File: src/rtl/mem_arbiter_pkg.sv
// Shared encodings for the memory arbiter and the memory stage.
// FSM states, bus owner codes and byte/word access size constants.
package mem_arbiter_pkg;

    localparam logic ACC_WORD = 1'b0;
    localparam logic ACC_BYTE = 1'b1;

    typedef enum logic [1:0] {
        IDLE  = 2'd0,
        BUS_I = 2'd1,
        BUS_D = 2'd2
    } arbState_t;

    typedef enum logic [1:0] {
        OWN_NONE = 2'd0,
        OWN_I    = 2'd1,
        OWN_D    = 2'd2
    } owner_t;

endpackage

File: src/rtl/mem_lane_steer.sv
// Byte-lane steering for the data port of the memory arbiter.
// Maps addr[0]/size to hb/lb enables, replicates byte write data, extracts read bytes.
module mem_lane_steer
    import mem_arbiter_pkg::*;
(
    input  logic        addr0,
    input  logic        accSize,
    input  logic [15:0] wdataIn,
    input  logic [15:0] rdataIn,
    output logic        hb,
    output logic        lb,
    output logic [15:0] wdataOut,
    output logic [15:0] rdataOut
);

    // Word accesses pass through; byte accesses pick one lane
    always_comb begin
        hb       = 1'b1;
        lb       = 1'b1;
        wdataOut = wdataIn;
        rdataOut = rdataIn;
        if (accSize == ACC_BYTE) begin
            hb       = addr0;
            lb       = ~addr0;
            wdataOut = {wdataIn[7:0], wdataIn[7:0]};
            rdataOut = addr0 ? {8'h00, rdataIn[15:8]}
                             : {8'h00, rdataIn[7:0]};
        end
    end

endmodule

File: src/rtl/mem_arbiter.sv
// Shares the 16-bit memory bus between instruction fetch and the data stage.
// D has priority, a streak guard prevents fetch starvation, a watchdog aborts hung cycles.
module mem_arbiter
    import mem_arbiter_pkg::*;
#(
    parameter int ADDR_W       = 16,
    parameter int TIMEOUT      = 15,
    parameter int D_STREAK_MAX = 4
) (
    input  logic              clk,
    input  logic              rst,
    input  logic              i_req,
    input  logic [ADDR_W-1:0] i_addr,
    input  logic              i_flush,
    output logic              i_done,
    output logic [15:0]       i_data,
    input  logic              d_req,
    input  logic [ADDR_W-1:0] d_addr,
    input  logic              d_we,
    input  logic              d_byte,
    input  logic [15:0]       d_wdata,
    output logic              d_done,
    output logic [15:0]       d_rdata,
    output logic              bus_req,
    output logic              bus_we,
    output logic [ADDR_W-2:0] bus_addr,
    output logic              bus_hb,
    output logic              bus_lb,
    output logic [15:0]       bus_wdata,
    input  logic [15:0]       bus_rdata,
    input  logic              bus_ack,
    output logic              err
);

    localparam int WD_W = $clog2(TIMEOUT + 1);
    localparam int SK_W = $clog2(D_STREAK_MAX + 1);
    localparam logic [WD_W-1:0] WD_LAST = WD_W'(TIMEOUT - 1);
    localparam logic [SK_W-1:0] SK_MAX  = SK_W'(D_STREAK_MAX);

    arbState_t         state, nState;
    owner_t            grant;
    logic [SK_W-1:0]   streak, nStreak;
    logic [WD_W-1:0]   wdog, nWdog;
    logic              discard, nDiscard;
    logic              flushNow, busEnd;
    logic              nIDone, nDDone, nErr;
    logic [15:0]       nIData, nDRdata;
    logic              nBusReq, nBusWe, nBusHb, nBusLb;
    logic [ADDR_W-2:0] nBusAddr;
    logic [15:0]       nBusWdata;
    logic              steerHb, steerLb;
    logic [15:0]       steerWdata, steerRdata;

    mem_lane_steer uSteer (
        .addr0    (d_addr[0]),
        .accSize  (d_byte),
        .wdataIn  (d_wdata),
        .rdataIn  (bus_rdata),
        .hb       (steerHb),
        .lb       (steerLb),
        .wdataOut (steerWdata),
        .rdataOut (steerRdata)
    );

    // Register every piece of state and every output
    always_ff @(posedge clk) begin
        if (rst) begin
            state     <= IDLE;
            streak    <= '0;
            wdog      <= '0;
            discard   <= 1'b0;
            i_done    <= 1'b0;
            i_data    <= '0;
            d_done    <= 1'b0;
            d_rdata   <= '0;
            err       <= 1'b0;
            bus_req   <= 1'b0;
            bus_we    <= 1'b0;
            bus_addr  <= '0;
            bus_hb    <= 1'b0;
            bus_lb    <= 1'b0;
            bus_wdata <= '0;
        end else begin
            state     <= nState;
            streak    <= nStreak;
            wdog      <= nWdog;
            discard   <= nDiscard;
            i_done    <= nIDone;
            i_data    <= nIData;
            d_done    <= nDDone;
            d_rdata   <= nDRdata;
            err       <= nErr;
            bus_req   <= nBusReq;
            bus_we    <= nBusWe;
            bus_addr  <= nBusAddr;
            bus_hb    <= nBusHb;
            bus_lb    <= nBusLb;
            bus_wdata <= nBusWdata;
        end
    end

    // Arbitration, bus sequencing, watchdog and done/err generation
    always_comb begin
        nState    = state;
        nStreak   = streak;
        nWdog     = wdog;
        nDiscard  = discard;
        nIDone    = 1'b0;
        nIData    = i_data;
        nDDone    = 1'b0;
        nDRdata   = d_rdata;
        nErr      = 1'b0;
        nBusReq   = bus_req;
        nBusWe    = bus_we;
        nBusAddr  = bus_addr;
        nBusHb    = bus_hb;
        nBusLb    = bus_lb;
        nBusWdata = bus_wdata;
        grant     = OWN_NONE;
        busEnd    = 1'b0;
        flushNow  = discard | i_flush;

        unique case (state)
            IDLE: begin
                // a done cycle is a recovery cycle: nobody is granted
                if (!i_done && !d_done) begin
                    if (d_req && i_req && streak == SK_MAX)
                        grant = OWN_I;
                    else if (d_req)
                        grant = OWN_D;
                    else if (i_req)
                        grant = OWN_I;
                end
                case (grant)
                    OWN_I: begin
                        nStreak = '0;
                        if (i_addr[0]) begin
                            nIDone = 1'b1;
                            nErr   = 1'b1;
                            nIData = '0;
                        end else begin
                            nState    = BUS_I;
                            nBusReq   = 1'b1;
                            nBusWe    = 1'b0;
                            nBusAddr  = i_addr[ADDR_W-1:1];
                            nBusHb    = 1'b1;
                            nBusLb    = 1'b1;
                            nBusWdata = '0;
                            nWdog     = '0;
                            nDiscard  = 1'b0;
                        end
                    end
                    OWN_D: begin
                        if (!i_req)
                            nStreak = '0;
                        else if (streak != SK_MAX)
                            nStreak = streak + 1'b1;
                        if (d_addr[0] && d_byte == ACC_WORD) begin
                            nDDone  = 1'b1;
                            nErr    = 1'b1;
                            nDRdata = '0;
                        end else begin
                            nState    = BUS_D;
                            nBusReq   = 1'b1;
                            nBusWe    = d_we;
                            nBusAddr  = d_addr[ADDR_W-1:1];
                            nBusHb    = steerHb;
                            nBusLb    = steerLb;
                            nBusWdata = d_we ? steerWdata : 16'h0000;
                            nWdog     = '0;
                        end
                    end
                    default: ;
                endcase
            end
            BUS_I: begin
                nDiscard = flushNow;
                if (bus_ack) begin
                    busEnd = 1'b1;
                    if (!flushNow) begin
                        nIDone = 1'b1;
                        nIData = bus_rdata;
                    end
                end else if (wdog == WD_LAST) begin
                    busEnd = 1'b1;
                    nErr   = 1'b1;
                    if (!flushNow) begin
                        nIDone = 1'b1;
                        nIData = '0;
                    end
                end else begin
                    nWdog = wdog + 1'b1;
                end
            end
            BUS_D: begin
                if (bus_ack) begin
                    busEnd = 1'b1;
                    nDDone = 1'b1;
                    if (!bus_we)
                        nDRdata = steerRdata;
                end else if (wdog == WD_LAST) begin
                    busEnd  = 1'b1;
                    nErr    = 1'b1;
                    nDDone  = 1'b1;
                    nDRdata = '0;
                end else begin
                    nWdog = wdog + 1'b1;
                end
            end
            default: nState = IDLE;
        endcase

        if (busEnd) begin
            nState    = IDLE;
            nWdog     = '0;
            nDiscard  = 1'b0;
            nBusReq   = 1'b0;
            nBusWe    = 1'b0;
            nBusAddr  = '0;
            nBusHb    = 1'b0;
            nBusLb    = 1'b0;
            nBusWdata = '0;
        end
    end

endmodule

File: config.mk
export PLATFORM = sky130hd
export DESIGN_NAME = mem_arbiter
export DESIGN_NICKNAME = d
export VERILOG_FILES = /design/src/rtl/mem_arbiter_pkg.sv /design/src/rtl/mem_lane_steer.sv /design/src/rtl/mem_arbiter.sv
export SDC_FILE = /design/constraint.sdc
export NUM_CORES = 1
export LEC_CHECK = 0
export ABC_AREA = 1
export BUFFER_PORTS_ARGS = -buffer_cell sky130_fd_sc_hd__clkbuf_2
export CAP_MARGIN = 30
export CORE_MARGIN = 2
export CORE_UTILIZATION = 47
export CTS_BUF_LIST = sky130_fd_sc_hd__clkbuf_8
export DETAILED_ROUTE_END_ITERATION = 7
export PLACE_DENSITY_LB_ADDON = 0.08
export SKIP_LAST_GASP = 1
export SLEW_MARGIN = 15
export SYNTH_ARGS = -nofsm -noshare
export SYNTH_HDL_FRONTEND = slang
export SYNTH_HIERARCHICAL = 1
export SYNTH_SLANG_ARGS = --single-unit
File: constraint.sdc
create_clock -name clk -period 2.15 [get_ports clk]
set_clock_uncertainty 0.15 [all_clocks]
set_input_delay 0 -clock clk [delete_from_list [all_inputs] [get_ports clk]]
set_output_delay 0 -clock clk [all_outputs]
set_load 0.005 [all_outputs]
### Word level (Yosys, flattened, before mapping)

Index checks and enable logic that the tools add are counted.

| word-level totals | value |
|---|---|
| word-level logic and storage cells | 135 |
| bits in registers | 80 |

| cells by class | value |
|---|---|
| eq/ne operators | 24 |
| muxes and demuxes | 70 |
| bitwise logic cells | 4 |
| reductions and logical operators | 20 |
| add/subtract/negate cells | 2 |

Operator list:

| operator | number |
|---|---|
| 2-to-1 mux 16 bit | 16 |
| case mux 16 bit (2 select lines) | 3 |
| 2-to-1 mux 15 bit | 2 |
| case mux 15 bit (2 select lines) | 1 |
| 2-to-1 mux 1 bit | 21 |
| != test 3 bit, second input constant | 7 |
| != test 2 bit, second input constant | 9 |
| case mux 1 bit (2 select lines) | 9 |
| 2-to-1 mux 4 bit | 4 |
| case mux 4 bit (2 select lines) | 2 |
| 2-to-1 mux 2 bit | 6 |
| AND reduction 5 bit | 2 |
| 2-to-1 mux 8 bit | 1 |
| case mux 2 bit (2 select lines) | 2 |
| AND reduction 4 bit | 2 |
| nonzero test 2 bit | 4 |
| 2-to-1 mux 3 bit | 2 |
| case mux 3 bit (2 select lines) | 1 |
| AND reduction 3 bit | 2 |
| AND reduction 6 bit | 1 |
| adder 4 x 1 -> 4 bit, second input constant | 1 |
| == test 2 x 1 -> 1 bit, second input constant | 2 |
| == test 2 bit, second input constant | 2 |
| == test 4 bit, second input constant | 1 |
| other kinds (10) | 17 |

### Depth between registers and ports, before layout

Gate-level depths: netlist of run 1.

| depth | value |
|---|---|
| depth in word-level cells | 8 |
| depth in mapped cells | 16 |
| depth with buffers taken out | 15 |

### By module

Netlist of run 1, hierarchy kept.

By module, submodules not included:

| module | area each (µm²) | cells an instance | instances |
|---|---|---|---|
| mem_arbiter | 3875.0 | 582 | 1 |
| mem_lane_steer | 412.9 | 80 | 1 |

### Worst setup path after synthesis of run 1

Ideal clock, no wire load.

| path | value |
|---|---|
| kind | register to register |
| start | register streak[0] |
| end | register bus_hb |
| stages on the path, launching flop included | 12 |
| library setup time | 0.118 ns |
| arrival time | 1.826 ns |
| buffers on the path | 1 |
| data required time | 1.882 ns |
| slack | 0.056 ns |
| cells stage by stage | dfxtp_1 inv_1 ha_1 nand2_1 nand2_1 and3_1 ha_1 nor3b_2 nand2_2 buf_2 nor3_1 nor2_1 |

| between the ends | value |
|---|---|
| longest elaborated chain between the ends | 8 |
| elaborated cells on any way between the ends | 12 |
| those cells by class | 5 x eq/ne; 4 x mux; 3 x reduce/logical |

RTL lines:

| element | line | source |
|---|---|---|
| start: declaration | mem_arbiter.sv:42 | `logic [SK_W-1:0] streak, nStreak;` |
| start signal: assignment | mem_arbiter.sv:85 | `streak <= nStreak;` |
| == test 3 bit * | mem_arbiter.sv:127 | `if (d_req && i_req && streak == SK_MAX)` |
| logical AND 1 bit * | mem_arbiter.sv:127 |  |
| 2-to-1 mux 2 bit * | mem_arbiter.sv:127 |  |
| 2-to-1 mux 2 bit * | mem_arbiter.sv:126 | `if (!i_done && !d_done) begin` |
| 2-to-1 mux 2 bit * | mem_arbiter.sv:123 | `unique case (state)` |
| == test 2 bit / == test 2 x 1 -> 1 bit (equally long branches) | mem_arbiter.sv:134 | `case (grant)` |
| != test 2 bit (no source line) / nonzero test 2 bit (equally long branches) | - |  |
| AND reduction 4 bit (no source line) | - |  |
| end signal: assignment | mem_arbiter.sv:96 | `bus_hb <= nBusHb;` |
| end: declaration | mem_arbiter.sv:27 | `output logic bus_hb,` |

Mark *: on every way between the ends. The rest lies on a longest branch, timed or not. The select of a mux whose other input is x is not followed.
A chain may end at the register's enable or synchronous reset.

### Worst setup path after layout of run 1

| path | value |
|---|---|
| start | register streak[1] |
| end | register wdog[0] |

| between the ends | value |
|---|---|
| longest elaborated chain between the ends | 8 |
| elaborated cells on any way between the ends | 13 |
| those cells by class | 6 x eq/ne; 5 x mux; 2 x reduce/logical |

RTL lines:

| element | line | source |
|---|---|---|
| == test 3 bit * | mem_arbiter.sv:127 |  |
| logical AND 1 bit * | mem_arbiter.sv:127 |  |
| 2-to-1 mux 2 bit * | mem_arbiter.sv:127 |  |
| 2-to-1 mux 2 bit * | mem_arbiter.sv:126 |  |
| 2-to-1 mux 2 bit * | mem_arbiter.sv:123 |  |
| == test 2 bit / == test 2 x 1 -> 1 bit (equally long branches) | mem_arbiter.sv:134 |  |
| case mux 4 bit (2 select lines), or another cell as far along | mem_arbiter.sv:134 |  |
| case mux 4 bit (2 select lines) / AND reduction 6 bit (equally long branches) | - |  |
| end signal: assignment | mem_arbiter.sv:86 | `wdog <= nWdog;` |
| end: declaration | mem_arbiter.sv:43 | `logic [WD_W-1:0] wdog, nWdog;` |

Marks and branches as above.

==> results.ini, run 1 <==
[drt]
drt_iter0_drc = 246
vias = 4917
wl_per_cell_um = 13.39
ant_nets = 0
routed_wl_mm = 13.23
drcViolationCount = 0
drt_first_pass_iters = 5
viasPerCell = 4.977

[cts]
cts_buffers = 9
clk_pin_slew_ps = 80
clock-sinks = 80
clk_latency_ps = 350
clk_path_buf_depth = 2
htree_levels = 3
root_buffer = clkbuf_8
cts_tree = yes

[pwr]
power_per_cell_area_nw_per_um2 = 883.7
intPower_mw = 3.405
swShare = 0.3916
vdd_drop_max_mv = 0.4259
clkPwrFrac = 0.189
net-switching-power_mw = 2.192
pwr-share-comb = 0.479
seq_power_share = 0.332
power.leakage_nw = 3.074

[synth]
syn_nets = 744
ys_types = 26
synth_area_sq_um = 4288
synth_seq_cells = 80
avgSynthCellArea_sq_um = 6.477
yosysSeqAreaShare = 0.3735
synthCells = 662
synth-warning-count = 6

[finish]
synthToLayoutAreaGrowth_pct = 47.71
layout_common_cells = 229 x nand2_1, 141 x clkbuf_2, 88 x nor2_1
final_common_cell = nand2_1
drive_gt1_frac = 0.2750
diodes = 0
fin_nets = 959
fin_area_sq_um = 6334
final_cells = 988
n_fill_cell = 692

[grt]
grt_usage = 0.2539
grt_busiest_layer = met2
use_met3 = 0.05271
antenna_found_initial = 0
grt_pass1_wl_mm = 20.50
use_met2 = 0.4002
grt_pass1_vias = 4462
gr-total-overflow = 0
grt_max_degree = 35
met1_usage = 0.3440

[floorplan]
initial_core_util = 0.4893
die_x_um = 99.52
coreArea_sq_um = 8763
die_area_sq_um = 9903
die_h_um = 99.52
ios = 142
rows = 34

[sta]
hold_violations = 0
whs_ps = 53.27
max_slew_margin = 0.7100
fmax_mhz = 468.8
drv_slew = 0
period_needed_ps = 2133
finalCritPeriodShare = 0.9922
worst_pin_slew_ps = 434.6
fin_ws_ps = 16.76
rsz0062_at_grt = true
setup_viol = 0

[place]
place_ws_ps = -77.54
dpl.cell_count = 894
port_buffers = 141
placed_cell_area_sq_um = 5082
place_congestion = 0.8783
dp_hpwl_mm = 8.304

[critical_path]
cp_cell_sequence = inv_2 -> ha_4 -> nand2_2 -> nand2_1 -> and3_4 -> inv_1 -> ha_4 -> nand2_1 -> inv_2 -> buf_4 -> a21oi_1 -> nand3_2 -> a21oi_1 -> nor2_1
startpoint_type = flop
crit_path_end_kind = flop
cp_max_fo = 3
crit_buf_inv = 4
crit_slowest_cell = dfxtp_2
crit_type = flop to flop
worstPathArrival_ps = 2220
critical-path-top-delay-family = simple AND/OR/NAND/NOR gates
required_ps = 2240
max_stage_delay_ps = 330

[min_path]
hp-class = primary input to flop

[status]
outcome = complete, no violations

[run]
drv_cap = 0

==> area by class of cell <==
| type | count | area (sq um) | area share |
|---|---|---|---|
| flip-flops and latches | 80 | 1604 | 0.2533 |
| multi-input cells | 479 | 2336 | 0.3688 |
| well taps | 108 | 135.1 | 0.02134 |
| inverters | 57 | 229.0 | 0.03615 |
| repair buffers | 248 | 1831 | 0.2890 |
| clock inverters | 5 | 50.05 | 0.007902 |
| repair inverters | 2 | 25.02 | 0.003951 |
| clock buffers | 9 | 123.9 | 0.01956 |
==> tightest hold or removal path, delay by kind of cell <==
kind	cells	cell delay (ps)
buf+inv	2	310
simple gates	3	200
==> timing repair <==
item	in CTS	in global routing
setup endpoints to repair	52	61
setup buffers	0	6
pin swaps	4	11
cloned	2	3
hold endpoints to repair	70	0
hold buffers	69	0
resized for setup	17	39
==> state kept, by name, summed over array words and instances, names as in the netlist, 2 cells and up <==
name and cells:
bus_wdata 16, d_rdata 16, i_data 16, bus_addr 15, wdog 4, streak 3, state 2
==> per-layer routing <==
metal	vias up	wire length, um
met3	30	789
li1	2511	-
met2	186	6319
met1	2190	5827
met5	-	0
met4	0	297
==> cell usage after synthesis, drive strengths merged <==
| library cell | number | area [sq um] |
|---|---|---|
| a21boi | 2 | 15.01 |
| a21oi | 58 | 290.3 |
| and3 | 2 | 12.51 |
| buf | 34 | 256.5 |
| clkbuf | 12 | 45.04 |
| clkinv | 1 | 8.760 |
| dfxtp | 80 | 1602 |
| ha | 10 | 125.1 |
| inv | 56 | 210.2 |
| nand2 | 238 | 900.9 |
| nand3 | 21 | 115.1 |
| nand4 | 33 | 206.5 |
| nor2 | 91 | 341.6 |
| nor3 | 3 | 15.01 |
| nor3b | 1 | 12.51 |
| o21ai | 17 | 107.6 |
| o22a | 1 | 8.760 |
| or2 | 1 | 6.260 |
| xor2 | 1 | 8.760 |
==> worst paths after layout <==
check	start	end	slack [ps]	cells past startpoint
setup reg to reg	streak[1]	wdog[0]	20	14
hold reg to reg	bus_wdata[6]	bus_wdata[6]	320	2
setup / recovery	streak[1]	wdog[0]	20	14
hold / removal	d_addr[0]	bus_hb	50	5
==> power by group through the flow <==
stage / combinational (mW) / sequential (mW) / clock [mW]
2_1_floorplan: 1.36 / 1.88 / 0
3_3_place_gp: 1.98 / 1.87 / 0
3_5_place_dp: 2.01 / 1.88 / 0
4_1_cts: 2.27 / 1.85 / 1.07
5_1_grt: 2.96 / 1.88 / 1.14
6_report: 2.68 / 1.86 / 1.06
==> cells by family (layout without fill, tap and decap cells) <==
| logic type | after synthesis | after routing | synth area share |
|---|---|---|---|
| AO/OA/AOI/OAI | 78 | 78 | 0.09834 |
| adder cells (fa/ha/maj) | 10 | 10 | 0.02918 |
| AND/OR/NAND/NOR | 390 | 390 | 0.3755 |
| XOR/XNOR | 1 | 1 | 0.002043 |
| buffers and inverters | 103 | 321 | 0.1214 |
| flip-flops | 80 | 80 | 0.3735 |
==> through the flow <==
step	utilization	setup TNS (ps)	power, mW
2_1_floorplan	-	0	3.244
3_3_place_gp	0.5800	-20.75	3.855
3_5_place_dp	0.5800	-602.3	3.895
4_1_cts	0.6913	0	5.186
5_1_grt	0.7227	-2771	5.977
6_report	0.7227	0	5.597
No activity file was read; power rests on OpenSTA's default activity.
==> inputs of run 2 (changes only) <==
--- a/config.mk
+++ b/config.mk
@@ -9,7 +9,7 @@
 export BUFFER_PORTS_ARGS = -buffer_cell sky130_fd_sc_hd__clkbuf_2
 export CAP_MARGIN = 30
 export CORE_MARGIN = 2
-export CORE_UTILIZATION = 47
+export CORE_UTILIZATION = 45
 export CTS_BUF_LIST = sky130_fd_sc_hd__clkbuf_8
 export DETAILED_ROUTE_END_ITERATION = 7
 export PLACE_DENSITY_LB_ADDON = 0.08
==> results.ini, run 2 (same netlist as run 1, synthesis figures left out) <==
[finish]
layout_common_cells = 228 x nand2_1, 141 x clkbuf_2, 89 x nor2_1  ; was 229 x nand2_1, 141 x clkbuf_2, 88 x nor2_1
diodes = 0  ; unchanged
synthToLayoutAreaGrowth_pct = 48.12  ; was 47.71%
drive_gt1_frac = 0.2747  ; was 0.2750
reg.largest.list = bus_wdata x16, d_rdata x16, i_data x16  ; unchanged
fin_nets = 958  ; was 959
final_common_cell = nand2_1  ; unchanged

[grt]
use_met2 = 0.3947  ; was 0.4002
grt_busiest_layer = met2  ; unchanged
grt_pass1_wl_mm = 20.35  ; was 20.50 mm
grt_pass1_vias = 4436  ; was 4,462
use_met3 = 0.03934  ; was 0.05271
grt_usage = 0.2445  ; was 0.2539
antenna_found_initial = 0  ; unchanged
gr-total-overflow = 0  ; unchanged
met1_usage = 0.3298  ; was 0.3440
grt_max_degree = 35  ; unchanged

[critical_path]
cp_common_cell = nand2_1
startpoint_type = flop  ; unchanged
worstPathArrival_ps = 2220  ; about the same
crit_slowest_cell = dfxtp_2  ; unchanged
cp_cell_sequence = inv_2 -> ha_4 -> nand2_2 -> nand2_1 -> and3_4 -> inv_1 -> ha_4 -> buf_4 -> inv_4 -> nand3_1 -> buf_4 -> nand2_1 -> inv_1 -> nand3_2 -> nand2_1 -> a21oi_2  ; was inv_2 -> ha_4 -> nand2_2 -> nand2_1 -> and3_4 -> inv_1 -> ha_4 -> nand2_1 -> inv_2 -> buf_4 -> a21oi_1 -> nand3_2 -> a21oi_1 -> nor2_1
crit_type = flop to flop  ; unchanged
r2r_end = wdog[2]  ; was wdog[0]
timing.rr.start = streak[1]  ; unchanged
max_stage_delay_ps = 330  ; about the same
required_ps = 2290  ; was 2240 ps
r2r_slack_ps = 70  ; was 20 ps
cp_max_fo = 4  ; was 3
reg2regPathDepth = 16  ; was 14
crit_path_end_kind = flop  ; unchanged
crit_buf_inv = 6  ; was 4
critical-path-top-delay-family = simple AND/OR/NAND/NOR gates  ; unchanged

[pwr]
total_power_mw = 5.644  ; was 5.597 mW
power_per_cell_area_nw_per_um2 = 888.6  ; was 883.7 nW/um^2
vdd_drop_max_mv = 0.3673  ; was 0.4259 mV
power.leakage_nw = 3.053  ; was 3.074 nW

[place]
dp_hpwl_mm = 8.245  ; was 8.304 mm
port_buffers = 141  ; unchanged
place_congestion = 0.8488  ; was 0.8783

[floorplan]
coreArea_sq_um = 9240  ; was 8763 sq um
ios = 142  ; unchanged
initial_core_util = 0.4640  ; was 0.4893
die_h_um = 101.6  ; was 99.52 um
die_x_um = 101.6  ; was 99.52 um
die_area_sq_um = 10330  ; was 9903 sq um
rows = 35  ; was 34

[sta]
setup_viol = 0  ; unchanged
rsz0062_at_grt = true  ; unchanged
fmax_mhz = 481.4  ; was 468.8 MHz
whs_ps = 50.25  ; was 53.27 ps
max_slew_margin = 0.7002  ; was 0.7100
period_needed_ps = 2077  ; was 2133 ps
hold_violations = 0  ; unchanged
finalCritPeriodShare = 0.9662  ; was 0.9922
worst_pin_slew_ps = 449.1  ; was 434.6 ps
drv_slew = 0  ; unchanged

[drt]
drt_iter0_drc = 197  ; was 246
drt_first_pass_iters = 5  ; unchanged
viasPerCell = 4.855  ; was 4.977
wl_per_cell_um = 13.19  ; was 13.39 um
ant_nets = 0  ; unchanged
vias = 4904  ; was 4,917
drcViolationCount = 0  ; unchanged
routed_wl_mm = 13.32  ; was 13.23 mm

[cts]
clk_path_buf_depth = 2  ; unchanged
clk_latency_ps = 350  ; about the same
cts_tree = yes  ; unchanged
clk_pin_slew_ps = 90  ; was 80 ps
clock-sinks = 80  ; unchanged
cts_buffers = 9  ; unchanged
root_buffer = clkbuf_8  ; unchanged
htree_levels = 3  ; unchanged

[min_path]
hold_path.startpoint = d_we  ; was d_addr[0]
hold_path_depth = 5  ; unchanged
hp-class = primary input to flop  ; unchanged
holdPathEnd = bus_wdata[9]  ; was bus_hb

[status]
outcome = complete, no violations  ; unchanged

[run]
drv_cap = 0  ; unchanged

==> run 2: changes by cell type in the layout (fill, tap and decap cells not counted), sizes merged <==
cell	change
inv	+3
buf	-3
dlygate4sd3	+1
nand2	+1
clkinv	-5
clkinvlp	+3
clkbuf	+1
==> run 2: how the worst max path moves through the flow <==
stage               startpoint  slack, ps  depth (start not counted)           end
floorplan            streak[0]         60                         11        bus_hb
global placement     streak[0]        -40                         13        bus_hb
detailed placement   streak[0]        -90                         11  bus_addr[12]
CTS                  streak[0]        -30                         11        bus_hb
global route         streak[0]        -70                         16       wdog[2]
finish               streak[1]         70                         16       wdog[2]
==> run 2: timing repair <==
action,in CTS,in global routing
gates cloned,3,5
buffers inserted,0,2
endpoints found under the setup margin,55,61
hold buffers,70,0
gates resized for setup,17,39
pin swaps,5,13
endpoints found under the hold margin,70,0
==> run 2: report_power, final <==
| part | switching [mW] | internal, mW | total, mW | leakage [nW] |
|---|---|---|---|---|
| clock | 0.570 | 0.596 | 1.17 | 0.0990 |
| combinational | 1.50 | 1.12 | 2.62 | 2.30 |
| sequential | 0.146 | 1.71 | 1.86 | 0.651 |
| total | 2.22 | 3.43 | 5.64 | 3.05 |
==> run 2: area by class of cell <==
type | instances | area (sq um)
clock inverters | 5 | 56.30
repair buffers | 245 | 1767
flip-flops and latches | 80 | 1604
well taps | 129 | 161.4
multi-input cells | 480 | 2354
repair inverters | 3 | 28.78
clock buffers | 11 | 151.4
fillers | 806 | 2889
inverters | 57 | 229.0
==> run 2: routing by layer <==
layer | wire, um | vias to the layer above
met5 | 0 | -
met4 | 233 | 0
met3 | 671 | 22
met2 | 6364 | 158
met1 | 6047 | 2210
li1 | - | 2514
==> run 2: stage by stage <==
step / cell area [sq um] / TNS (ps) / std cells / setup slack, ps / util
3_5_place_dp: 5089 / -2544 / 914 / -88.80 / 0.5507
3_3_place_gp: 5089 / -85.76 / 914 / -40.17 / 0.5507
6_report: 6351 / 0 / 1010 / 72.65 / 0.6873
4_1_cts: 6135 / -292.8 / 1003 / -27.93 / 0.6639
5_1_grt: 6351 / -352.5 / 1010 / -73.53 / 0.6873
2_1_floorplan: 4288 / 0 / 662 / 56.27 / -
==> run 2: worst reg2reg max path: cells and delay by family, from the launching register on <==
family | cells | cell delay [ps]
AO/OA/AOI/OAI | 1 | 120
adder cells (fa/ha/maj) | 2 | 310
flip-flops | 1 | 330
AND/OR/NAND/NOR | 7 | 600
buffers and inverters | 6 | 500
==> inputs of run 3 (changes only) <==
--- a/config.mk
+++ b/config.mk
@@ -5,11 +5,12 @@
 export SDC_FILE = /design/constraint.sdc
 export NUM_CORES = 1
 export LEC_CHECK = 0
-export ABC_AREA = 1
 export BUFFER_PORTS_ARGS = -buffer_cell sky130_fd_sc_hd__clkbuf_2
 export CAP_MARGIN = 30
+export CELL_PAD_IN_SITES_DETAIL_PLACEMENT = 0
+export CELL_PAD_IN_SITES_GLOBAL_PLACEMENT = 1
 export CORE_MARGIN = 2
-export CORE_UTILIZATION = 45
+export CORE_UTILIZATION = 34
 export CTS_BUF_LIST = sky130_fd_sc_hd__clkbuf_8
 export DETAILED_ROUTE_END_ITERATION = 7
 export PLACE_DENSITY_LB_ADDON = 0.08
==> results.ini, run 3 <==
[sta]
rsz0062_at_grt = true  ; unchanged
fmax_mhz = 462.9  ; was 481.4 MHz
fin_ws_ps = -10.32  ; was 72.65 ps
fin_tns_setup_ps = -10.32  ; was 0 ps
hold_violations = 0  ; unchanged
worst_pin_slew_ps = 435.6  ; was 449.1 ps
period_needed_ps = 2160  ; was 2077 ps
max_slew_margin = 0.7055  ; was 0.7002
setup_viol = 1  ; was 0
drv_slew = 0  ; unchanged
finalCritPeriodShare = 1.005  ; was 0.9662

[pwr]
total_power_mw = 4.089  ; was 5.644 mW
vdd_drop_max_mv = 0.3392  ; was 0.3673 mV
power.leakage_nw = 2.722  ; was 3.053 nW
power_per_cell_area_nw_per_um2 = 675.9  ; was 888.6 nW/um^2

[cts]
clk_path_buf_depth = 2  ; unchanged
clock-sinks = 80  ; unchanged
clk_pin_slew_ps = 80  ; was 90 ps
root_buffer = clkbuf_8  ; unchanged
htree_levels = 3  ; unchanged
cts_buffers = 9  ; unchanged
cts_tree = yes  ; unchanged
clk_latency_ps = 360  ; was 350 ps

[finish]
fin_nets = 722  ; was 958
final_common_cell = clkbuf_2  ; was nand2_1
layout_common_cells = 141 x clkbuf_2, 78 x dfxtp_1, 68 x dlygate4sd3_1  ; was 228 x nand2_1, 141 x clkbuf_2, 89 x nor2_1
diodes = 0  ; unchanged
reg.largest.list = bus_wdata x16, d_rdata x16, i_data x16  ; unchanged
drive_gt1_frac = 0.3984  ; was 0.2747
synthToLayoutAreaGrowth_pct = 55.42  ; was 48.12%
final_cells = 788  ; was 1,010

[synth]
avgSynthCellArea_sq_um = 9.312  ; was 6.477 sq um
yosysSeqAreaShare = 0.4114  ; was 0.3735
synth_ff_type = dfxtp_1  ; unchanged
syn_nets = 500  ; was 744
synth_seq_cells = 80  ; unchanged
synth-warning-count = 6  ; unchanged
synth-edff-count = 0  ; unchanged
async_flop_share = 0  ; unchanged
synthTopCellsByArea = dfxtp_1 41%, mux2i_1 8.2%, nand2_1 4.2%, a22o_1 4.1%, a21oi_1 3.5%  ; was dfxtp_1 37%, nand2_1 21%, nor2_1 8.0%, a21oi_1 6.8%, nand4_1 4.8%
synth_top_cell_by_area = dfxtp_1  ; unchanged
synth_area_sq_um = 3892  ; was 4288 sq um
ys_types = 48  ; was 26
synth_common_cells = 80 x dfxtp_1, 44 x nand2_1, 32 x mux2i_1  ; was 235 x nand2_1, 91 x nor2_1, 80 x dfxtp_1
synth_top_area_frac = 0.4114  ; was 0.3735
synthCells = 418  ; was 662
yosysMostFrequentCell = dfxtp_1  ; was nand2_1

[critical_path]
crit_path_end_kind = flop  ; unchanged
crit_type = flop to flop  ; unchanged
reg2regPathDepth = 11  ; was 16
required_ps = 2300  ; was 2290 ps
timing.rr.start = streak[1]  ; unchanged
cp_max_fo = 5  ; was 4
worstPathArrival_ps = 2310  ; was 2220 ps
r2r_slack_ps = -10  ; was 70 ps
r2r_end = streak[1]  ; was wdog[2]
startpoint_type = flop  ; unchanged

[min_path]
hold_path_depth = 5  ; unchanged
hold_path.startpoint = d_we  ; unchanged
hp-class = primary input to flop  ; unchanged
holdPathEnd = bus_wdata[9]  ; unchanged

[status]
violations = negative setup slack
outcome = finished with violations  ; was complete, no violations

[floorplan]
rows = 39  ; was 35
initial_core_util = 0.3453  ; was 0.4640
die_area_sq_um = 12320  ; was 10,330 sq um
die_h_um = 111.0  ; was 101.6 um
die_x_um = 111.0  ; was 101.6 um
coreArea_sq_um = 11270  ; was 9240 sq um
ios = 142  ; unchanged

[grt]
grt_pass1_wl_mm = 18.27  ; was 20.35 mm
gr-total-overflow = 0  ; unchanged
grt_usage = 0.1829  ; was 0.2445
grt_max_degree = 39  ; was 35
grt_pass1_vias = 3719  ; was 4,436
antenna_found_initial = 0  ; unchanged

[place]
dpl.cell_count = 692  ; was 914
dp_hpwl_mm = 7.463  ; was 8.245 mm
port_buffers = 141  ; unchanged
place_ws_ps = -82.88  ; was -88.80 ps
place_congestion = 0.7417  ; was 0.8488

[drt]
wl_per_cell_um = 14.54  ; was 13.19 um
routed_wl_mm = 11.46  ; was 13.32 mm
drt_first_pass_iters = 4  ; was 5
vias = 3802  ; was 4,904
ant_nets = 0  ; unchanged
drcViolationCount = 0  ; unchanged
drt_iter0_drc = 137  ; was 197
viasPerCell = 4.825  ; was 4.855

[run]
drv_cap = 0  ; unchanged

run 3: how the worst max path moves through the flow:
stage,startpoint,to
2_1_floorplan,streak[0],state[0]
4_1_cts,streak[1],bus_hb
3_3_place_gp,streak[1],i_data[7]
6_report,streak[1],streak[1]
3_5_place_dp,streak[1],i_data[1]
5_1_grt,streak[1],bus_hb
run 3: repair_timing:
action / in CTS / in global routing
setup endpoints to repair: 38 / 57
setup buffers: 4 / 5
pin swaps: 5 / 16
gates cloned: 1 / 2
resized for setup: 14 / 30
endpoints found under the hold margin: 78 / 0
hold buffers: 68 / 0
run 3: cell type report:
| cell class | instances | area, sq um |
|---|---|---|
| clock buffer | 10 | 137.6 |
| clock inverter | 6 | 66.31 |
| fill | 1004 | 5223 |
| inverter | 14 | 52.55 |
| multi-input combinational | 287 | 2187 |
| sequential | 80 | 1604 |
| tap | 143 | 178.9 |
| timing repair buffer | 248 | 1823 |
run 3: per-layer routing:
metal,share of wire,track usage
met2,0.50,0.3063
met4,0.021,0.08500
met5,0,0
met3,0.055,0.04811
met1,0.43,0.2189
run 3: per-stage QoR:
stage / area, sq um / hold WS [ps] / util
3_3_place_gp: 4832 / 90.17 / 0.4287
2_1_floorplan: 3946 / -24.52 / -
5_1_grt: 6050 / 12.52 / 0.5367
6_report: 6050 / 6.464 / 0.5367
4_1_cts: 5837 / 8.945 / 0.5178
3_5_place_dp: 4832 / 95.90 / 0.4287
run 3: logic make-up after synthesis:
group | after synthesis | share of synthesized area
buf+inv | 51 | 0.07521
fa+ha+maj | 10 | 0.03214
simple gates | 147 | 0.1926
mux | 49 | 0.1401
flops | 80 | 0.4114
compound gates | 81 | 0.1485
run 3: worst max-delay path: stages, from the launching register on:
cell	delay [ps]
dfxtp_2	330
inv_2	70
ha_4	130
nand2_2	40
nand2_1	50
and3_4	190
inv_2	50
ha_4	170
o21ai_1	250
o21bai_1	210
mux2_2	360
nor2_1	80
run 3: power breakdown:
group	switching (mW)	internal, mW
logic	0.626	0.665
clock network	0.587	0.572
registers	0.0546	1.58
total	1.27	2.82
